[src/rtl/usb_pkg.sv]
// usb_pkg: USB state and packet-type enums plus SYNC/PID constants shared by the rx and tx FSMs
package usb_pkg;
    typedef enum logic [3:0] {IDLE, SYNC, PID, TOKEN, HS, DATA, DCHK, DONE, ERR, DONE_ERR} state_t;
    typedef enum logic [2:0] {PKT_NONE, PKT_OUT, PKT_IN, PKT_DATA0, PKT_ACK, PKT_NAK} rx_pkt_t;
    localparam logic [7:0] SYNC_BYTE = 8'h80;
    localparam logic [7:0] PID_DATA0 = 8'h3C;
    localparam logic [7:0] PID_OUT   = 8'h1E;
    localparam logic [7:0] PID_IN    = 8'h96;
    localparam logic [7:0] PID_ACK   = 8'h2D;
    localparam logic [7:0] PID_NAK   = 8'hA5;
    function automatic rx_pkt_t pid_type(input logic [7:0] pid);
        return pid == PID_OUT   ? PKT_OUT   :
               pid == PID_IN    ? PKT_IN    :
               pid == PID_DATA0 ? PKT_DATA0 :
               pid == PID_ACK   ? PKT_ACK   :
               pid == PID_NAK   ? PKT_NAK   : PKT_NONE;
    endfunction
endpackage

[src/rtl/rx_byte_delay.sv]
// rx_byte_delay: 2-deep byte pipeline; the two youngest bytes (the CRC at EOP) are never evicted
module rx_byte_delay (
    input  logic       clk,
    input  logic       rst,
    input  logic       clear,
    input  logic       shift,
    input  logic [7:0] din,
    output logic [7:0] d0,
    output logic [1:0] count,
    output logic       evict
);
    logic [7:0] d1;
    assign evict = shift && count == 2'd2;
    always_ff @(posedge clk) begin
        if (rst || clear) begin
            d1    <= '0;
            d0    <= '0;
            count <= '0;
        end else if (shift) begin
            d1    <= din;
            d0    <= d1;
            count <= evict ? count : count + 2'd1;
        end
    end
endmodule

[src/rtl/rx_fsm.sv]
// rx_fsm: USB full-speed receive controller; validates SYNC/PID, strips CRC16 from DATA0, reports status
module rx_fsm
    import usb_pkg::*;
#(
    parameter int MAX_DATA     = 64,
    parameter int BYTE_TIMEOUT = 96
) (
    input  logic       clk,
    input  logic       rst,
    input  logic       d_edge,
    input  logic       byte_valid,
    input  logic [7:0] rx_byte,
    input  logic       eop,
    input  logic       crc_ok,
    input  logic       buffer_full,
    output logic       rcving,
    output rx_pkt_t    rx_packet,
    output logic       rx_data_ready,
    output logic       rx_error,
    output logic       store_rx_data,
    output logic [7:0] rx_packet_data,
    output logic [6:0] rx_data_size,
    output logic       crc_clear,
    output logic       crc_enable
);
    localparam int TW = $clog2(BYTE_TIMEOUT + 1);
    localparam logic [TW-1:0] TMO = TW'(BYTE_TIMEOUT);
    localparam logic [6:0] MAXD = 7'(MAX_DATA);

    state_t        state, nxt;
    rx_pkt_t       rx_packet_d;
    logic          start, active, timeout, err, evict, push_bad, push, crc_q;
    logic          rcving_d, rx_data_ready_d, rx_error_d, store_d, crc_clear_d, crc_enable_d;
    logic [7:0]    d0, rx_packet_data_d;
    logic [6:0]    rx_data_size_d;
    logic [1:0]    tok_cnt, line_cnt;
    logic [TW-1:0] tmo_cnt;

    assign start    = state == IDLE && d_edge;
    assign active   = state inside {SYNC, PID, TOKEN, HS, DATA};
    assign timeout  = active && !byte_valid && !eop && tmo_cnt == TMO;
    assign push_bad = evict && (rx_data_size == MAXD || buffer_full);
    assign push     = evict && !push_bad;

    rx_byte_delay u_delay (
        .clk   (clk),
        .rst   (rst),
        .clear (state == IDLE),
        .shift (state == DATA && byte_valid),
        .din   (rx_byte),
        .d0    (d0),
        .count (line_cnt),
        .evict (evict)
    );

    always_ff @(posedge clk) begin
        if (rst) begin
            state          <= IDLE;
            rcving         <= 1'b0;
            rx_packet      <= PKT_NONE;
            rx_data_ready  <= 1'b0;
            rx_error       <= 1'b0;
            store_rx_data  <= 1'b0;
            rx_packet_data <= '0;
            rx_data_size   <= '0;
            crc_clear      <= 1'b0;
            crc_enable     <= 1'b0;
            tok_cnt        <= '0;
            tmo_cnt        <= '0;
            crc_q          <= 1'b0;
        end else begin
            state          <= nxt;
            rcving         <= rcving_d;
            rx_packet      <= rx_packet_d;
            rx_data_ready  <= rx_data_ready_d;
            rx_error       <= rx_error_d;
            store_rx_data  <= store_d;
            rx_packet_data <= rx_packet_data_d;
            rx_data_size   <= rx_data_size_d;
            crc_clear      <= crc_clear_d;
            crc_enable     <= crc_enable_d;
            tok_cnt        <= state == TOKEN ? tok_cnt + 2'(byte_valid) : 2'd0;
            tmo_cnt        <= (active && !byte_valid && !eop) ? tmo_cnt + TW'(1) : '0;
            crc_q          <= eop ? crc_ok : crc_q;
        end
    end

    always_comb begin
        nxt = state;
        err = 1'b0;
        case (state)
            IDLE:  nxt = d_edge ? SYNC : IDLE;
            SYNC:  begin
                err = byte_valid && rx_byte != SYNC_BYTE;
                nxt = byte_valid ? PID : SYNC;
            end
            PID:   begin
                err = byte_valid && pid_type(rx_byte) == PKT_NONE;
                nxt = !byte_valid                        ? PID   :
                      pid_type(rx_byte) == PKT_DATA0      ? DATA  :
                      pid_type(rx_byte) inside {PKT_OUT, PKT_IN} ? TOKEN : HS;
            end
            TOKEN: begin
                err = (byte_valid && tok_cnt == 2'd2) || (eop && tok_cnt + 2'(byte_valid) != 2'd2);
                nxt = eop ? DONE : TOKEN;
            end
            HS:    begin
                err = byte_valid;
                nxt = eop ? DONE : HS;
            end
            DATA:  begin
                err = push_bad;
                nxt = eop ? DCHK : DATA;
            end
            DCHK:  begin
                err = line_cnt != 2'd2 || !crc_q;
                nxt = DONE;
            end
            ERR:   nxt = eop ? DONE_ERR : ERR;
            default: nxt = IDLE;
        endcase
        err = err || timeout;
        // once EOP has been seen there is no later EOP to wait for, so skip ERR
        if (err) nxt = (eop || state == DCHK) ? DONE_ERR : ERR;
    end

    always_comb begin
        rcving_d         = start || (state != IDLE && state != DONE && state != DONE_ERR);
        rx_packet_d      = start ? PKT_NONE : (state == PID && byte_valid) ? pid_type(rx_byte) : rx_packet;
        rx_data_ready_d  = state == DCHK && !err;
        rx_error_d       = !start && (rx_error || err);
        store_d          = push;
        rx_packet_data_d = push ? d0 : rx_packet_data;
        rx_data_size_d   = start ? 7'd0 : rx_data_size + 7'(push);
        crc_clear_d      = start;
        crc_enable_d     = state == DATA && byte_valid;
    end
endmodule

[config.mk]
export PLATFORM = sky130hd
export DESIGN_NAME = rx_fsm
export DESIGN_NICKNAME = d
export VERILOG_FILES = /design/src/rtl/usb_pkg.sv /design/src/rtl/rx_byte_delay.sv /design/src/rtl/rx_fsm.sv
export SDC_FILE = /design/constraint.sdc
export NUM_CORES = 1
export LEC_CHECK = 0
export BUFFER_PORTS_ARGS = -buffer_cell sky130_fd_sc_hd__buf_4
export CAP_MARGIN = 0
export CORE_AREA = 3 3 73 75
export DETAILED_ROUTE_END_ITERATION = 16
export DIE_AREA = 0 0 76 78
export PLACE_DENSITY = 0.81
export REMOVE_ABC_BUFFERS = 1
export SLEW_MARGIN = 15
export SYNTH_ARGS = -nofsm -noshare
export SYNTH_HDL_FRONTEND = slang
export SYNTH_SLANG_ARGS = --single-unit
[constraint.sdc]
create_clock -name clk -period 3 [get_ports clk]
set_input_delay 0.45 -clock clk [delete_from_list [all_inputs] [get_ports clk]]
set_output_delay 0.45 -clock clk [all_outputs]
set_load 0.02 [all_outputs]
==> results.json <==
{
  "synth_area_per_cell_sq_um": 8.600,
  "via_per_inst": 5.318,
  "powerDensity_mw_per_mm2": 549.7,
  "async_reset_ff_share_pct": 0,
  "die_w_microns": 76,
  "final.period_utilization_pct": 77.01,
  "antenna_found_initial": 0,
  "final_cell_area_sq_mm": 0.003015,
  "cts_resized": 0,
  "ys.flop_type": "dfxtp_1",
  "maxCapViolations": 0,
  "drt_wl_total_microns": 5180,
  "synthTopCellsByArea": "dfxtp_1 (43%), nand2_1 (6.7%), nor2_1 (5.5%)",
  "cts_hold_buf": 0,
  "die_y_microns": 78,
  "synth-adder-area-share_pct": 2.910,
  "grt_pass1_vias": 2012,
  "status": "finished clean",
  "worst_clock_skew_ns": 0.004622,
  "synthSimpleGateAreaFrac_pct": 29.39,
  "crit_path_end_kind": "flop",
  "max_freq_mhz": 432.8,
  "dp_hpwl_microns": 3824,
  "relSlewSlack_pct": 56.79,
  "insertion_delay_ns": 0.30,
  "synth_top_area_share_pct": 43.45,
  "cts_num_sinks": 56,
  "core_area_sq_mm": 0.004723,
  "p_leak_nw": 1.218,
  "utilization_pct": 63.84,
  "die_area_sq_mm": 0.005928,
  "hold_viol": 0,
  "gp_congestion": 0.8510,
  "ios": 39,
  "first_pass_iters": 4,
  "synth_compound_area_share_pct": 9.893,
  "ys.warnings.count": 0,
  "synth_edf_count": 0,
  "dpl-instance-area_sq_mm": 0.002904,
  "cts_tree": "built",
  "setup.worst_path.class": "flop to flop",
  "peakVddDrop_mv": 0.2752,
  "start_util_pct": 54.62,
  "final.setup.tns_ns": 0,
  "critPathLaunchType": "flop",
  "drt-initial-drc-count": 138,
  "grt_start_max_net_pins": 20,
  "clk_pin_slew_ns": 0.09,
  "yosysTopAreaCell": "dfxtp_1",
  "cp_max_fo": 15,
  "hold_path_class": "input pin to flop",
  "yosysSeqAreaShare_pct": 43.45,
  "synthXorXnorAreaFrac_pct": 5.432,
  "required_ns": 3.19,
  "whs_path_depth": 2,
  "synth_top_family_by_area": "simple AND/OR/NAND/NOR gates",
  "wl_per_cell_microns": 12.89,
  "drv_slew": 0,
  "gr-usage-all-layers_pct": 18.14,
  "worst_slew_pin_slew_ns": 0.6481,
  "yosys.cell_types.count": 49,
  "nets": 355,
  "rsz0062_at_grt": "false",
  "drive_gt1_share_pct": 18.51,
  "netlist_area_sq_mm": 0.002580,
  "syn_to_final_growth_pct": 16.88,
  "period_minus_slack_ns": 2.310,
  "setup_viol": 0,
  "cts_buffer_depth": 2,
  "drtAntennaViolNets": 0,
  "diodes": 0,
  "root_buffer": "clkbuf_8",
  "h-tree-depth": 2,
  "synth_mux_area_share_pct": 4.704,
  "reg2regPathDepth": 11,
  "dr_total_vias": 2138,
  "io_buffers": 38,
  "cp.arrival_ns": 2.50,
  "numCtsBuffers": 5,
  "overflow": 0,
  "synth_seq_cells": 56,
  "post_cts_buffers": 0,
  "fill_cells": 411,
  "syn_inst": 300,
  "route.detailed.drc": 0,
  "rows": 25,
  "grt_pass1_wl_microns": 8887
}
==> per-stage QoR <==
stage / std cells / total power, mW / setup WS [ns] / hold WS [ns]
final: 402 / 1.657 / 0.6896 / 0.3997
after global routing: 402 / 1.735 / 0.5058 / 0.4101
after CTS: 402 / 1.666 / 0.6720 / 0.3992
after detailed placement: 394 / 1.186 / 0.6865 / 0.4418
after global placement: 394 / 1.180 / 0.7915 / 0.4396
after floorplan: 286 / 1.071 / 0.2361 / 0.4258
==> power breakdown <==
part	leakage (nW)	total, mW	internal (mW)	switching [mW]
Clock	0.0558	0.486	0.252	0.234
Combinational	0.710	0.342	0.135	0.207
Sequential	0.452	0.829	0.773	0.0564
Total	1.22	1.66	1.16	0.497
==> layer usage <==
layer  routed length (microns)  GRT usage, %  part of all wire, %
met4                       109         7.790                  2.1
met2                      2479         29.34                   48
met3                       236         4.408                  4.6
met5                         0             0                    0
met1                      2355         23.12                   45
==> flip-flops by register name, summed over array words and instances, names as in the netlist <==
register,count
tmo_cnt,7
u_delay.count,2
rx_data_ready,1
state,4
u_delay.d0,8
rx_error,1
rx_packet_data,8
crc_q,1
rx_data_size,7
crc_clear,1
rcving,1
tok_cnt,2
rx_packet,3
store_rx_data,1
u_delay.d1,8
crc_enable,1
==> critical path, stage by stage (launching register included) <==
cell	delay (ns)
dfxtp_1	0.59
nand3b_1	0.22
nor3b_2	0.23
nand3_1	0.10
buf_4	0.20
inv_1	0.07
ha_1	0.15
ha_1	0.17
nand3_1	0.12
nor2_1	0.16
xnor2_1	0.13
nor2_1	0.05
==> cell usage in the layout, fill, tap and decap left out, types with 3 or more instances in the layout <==
master | Yosys | final
clkbuf_8 | 0 | 5
nor2_1 | 38 | 38
buf_4 | 0 | 41
nand3b_1 | 6 | 6
nor3_1 | 5 | 5
o21ai_0 | 3 | 3
nand3_1 | 11 | 11
mux2i_1 | 11 | 11
a21oi_1 | 24 | 24
ha_1 | 6 | 6
and4bb_2 | 3 | 3
xnor2_1 | 8 | 8
dfxtp_1 | 56 | 56
nor4b_1 | 3 | 3
nor2b_1 | 3 | 3
xor2_1 | 8 | 8
and3_1 | 7 | 7
nand2_1 | 46 | 46
inv_1 | 11 | 11
nor3_2 | 3 | 3
==> synth_stat cells, types with 5 or more instances <==
library cell and count:
dfxtp_1 56, nand2_1 46, nor2_1 38, a21oi_1 24
inv_1 11, mux2i_1 11, nand3_1 11, xnor2_1 8
xor2_1 8, and3_1 7, buf_2 6, clkbuf_1 6
ha_1 6, nand3b_1 6, nor3_1 5
==> final timing paths <==
check	start	end	slack [ns]
setup / recovery	state[0]	rx_data_size[6]	0.69
setup reg to reg	state[0]	rx_data_size[6]	0.69
hold reg to reg	rx_error	rx_error	0.46
hold / removal	d_edge	crc_clear	0.40
==> final cells by class <==
class                   instances  area, sq um  area share [%]
clock buffers                   6        72.57           2.407
clock inverters                 2        38.79           1.286
inverters                      11        41.29           1.369
multi-input cells             219         1350           44.77
flip-flops and latches         56         1121           37.18
well taps                      67        83.83           2.780
repair buffers                 41        307.8           10.21
==> kinds of logic (layout without fill, tap and decap cells) <==
| group | after synthesis | count (layout) |
|---|---|---|
| buf+inv | 25 | 60 |
| fa+ha+maj | 6 | 6 |
| compound gates | 41 | 41 |
| flops | 56 | 56 |
| mux | 12 | 12 |
| simple gates | 144 | 144 |
| xor+xnor | 16 | 16 |
(Power assumes the default switching activity.)
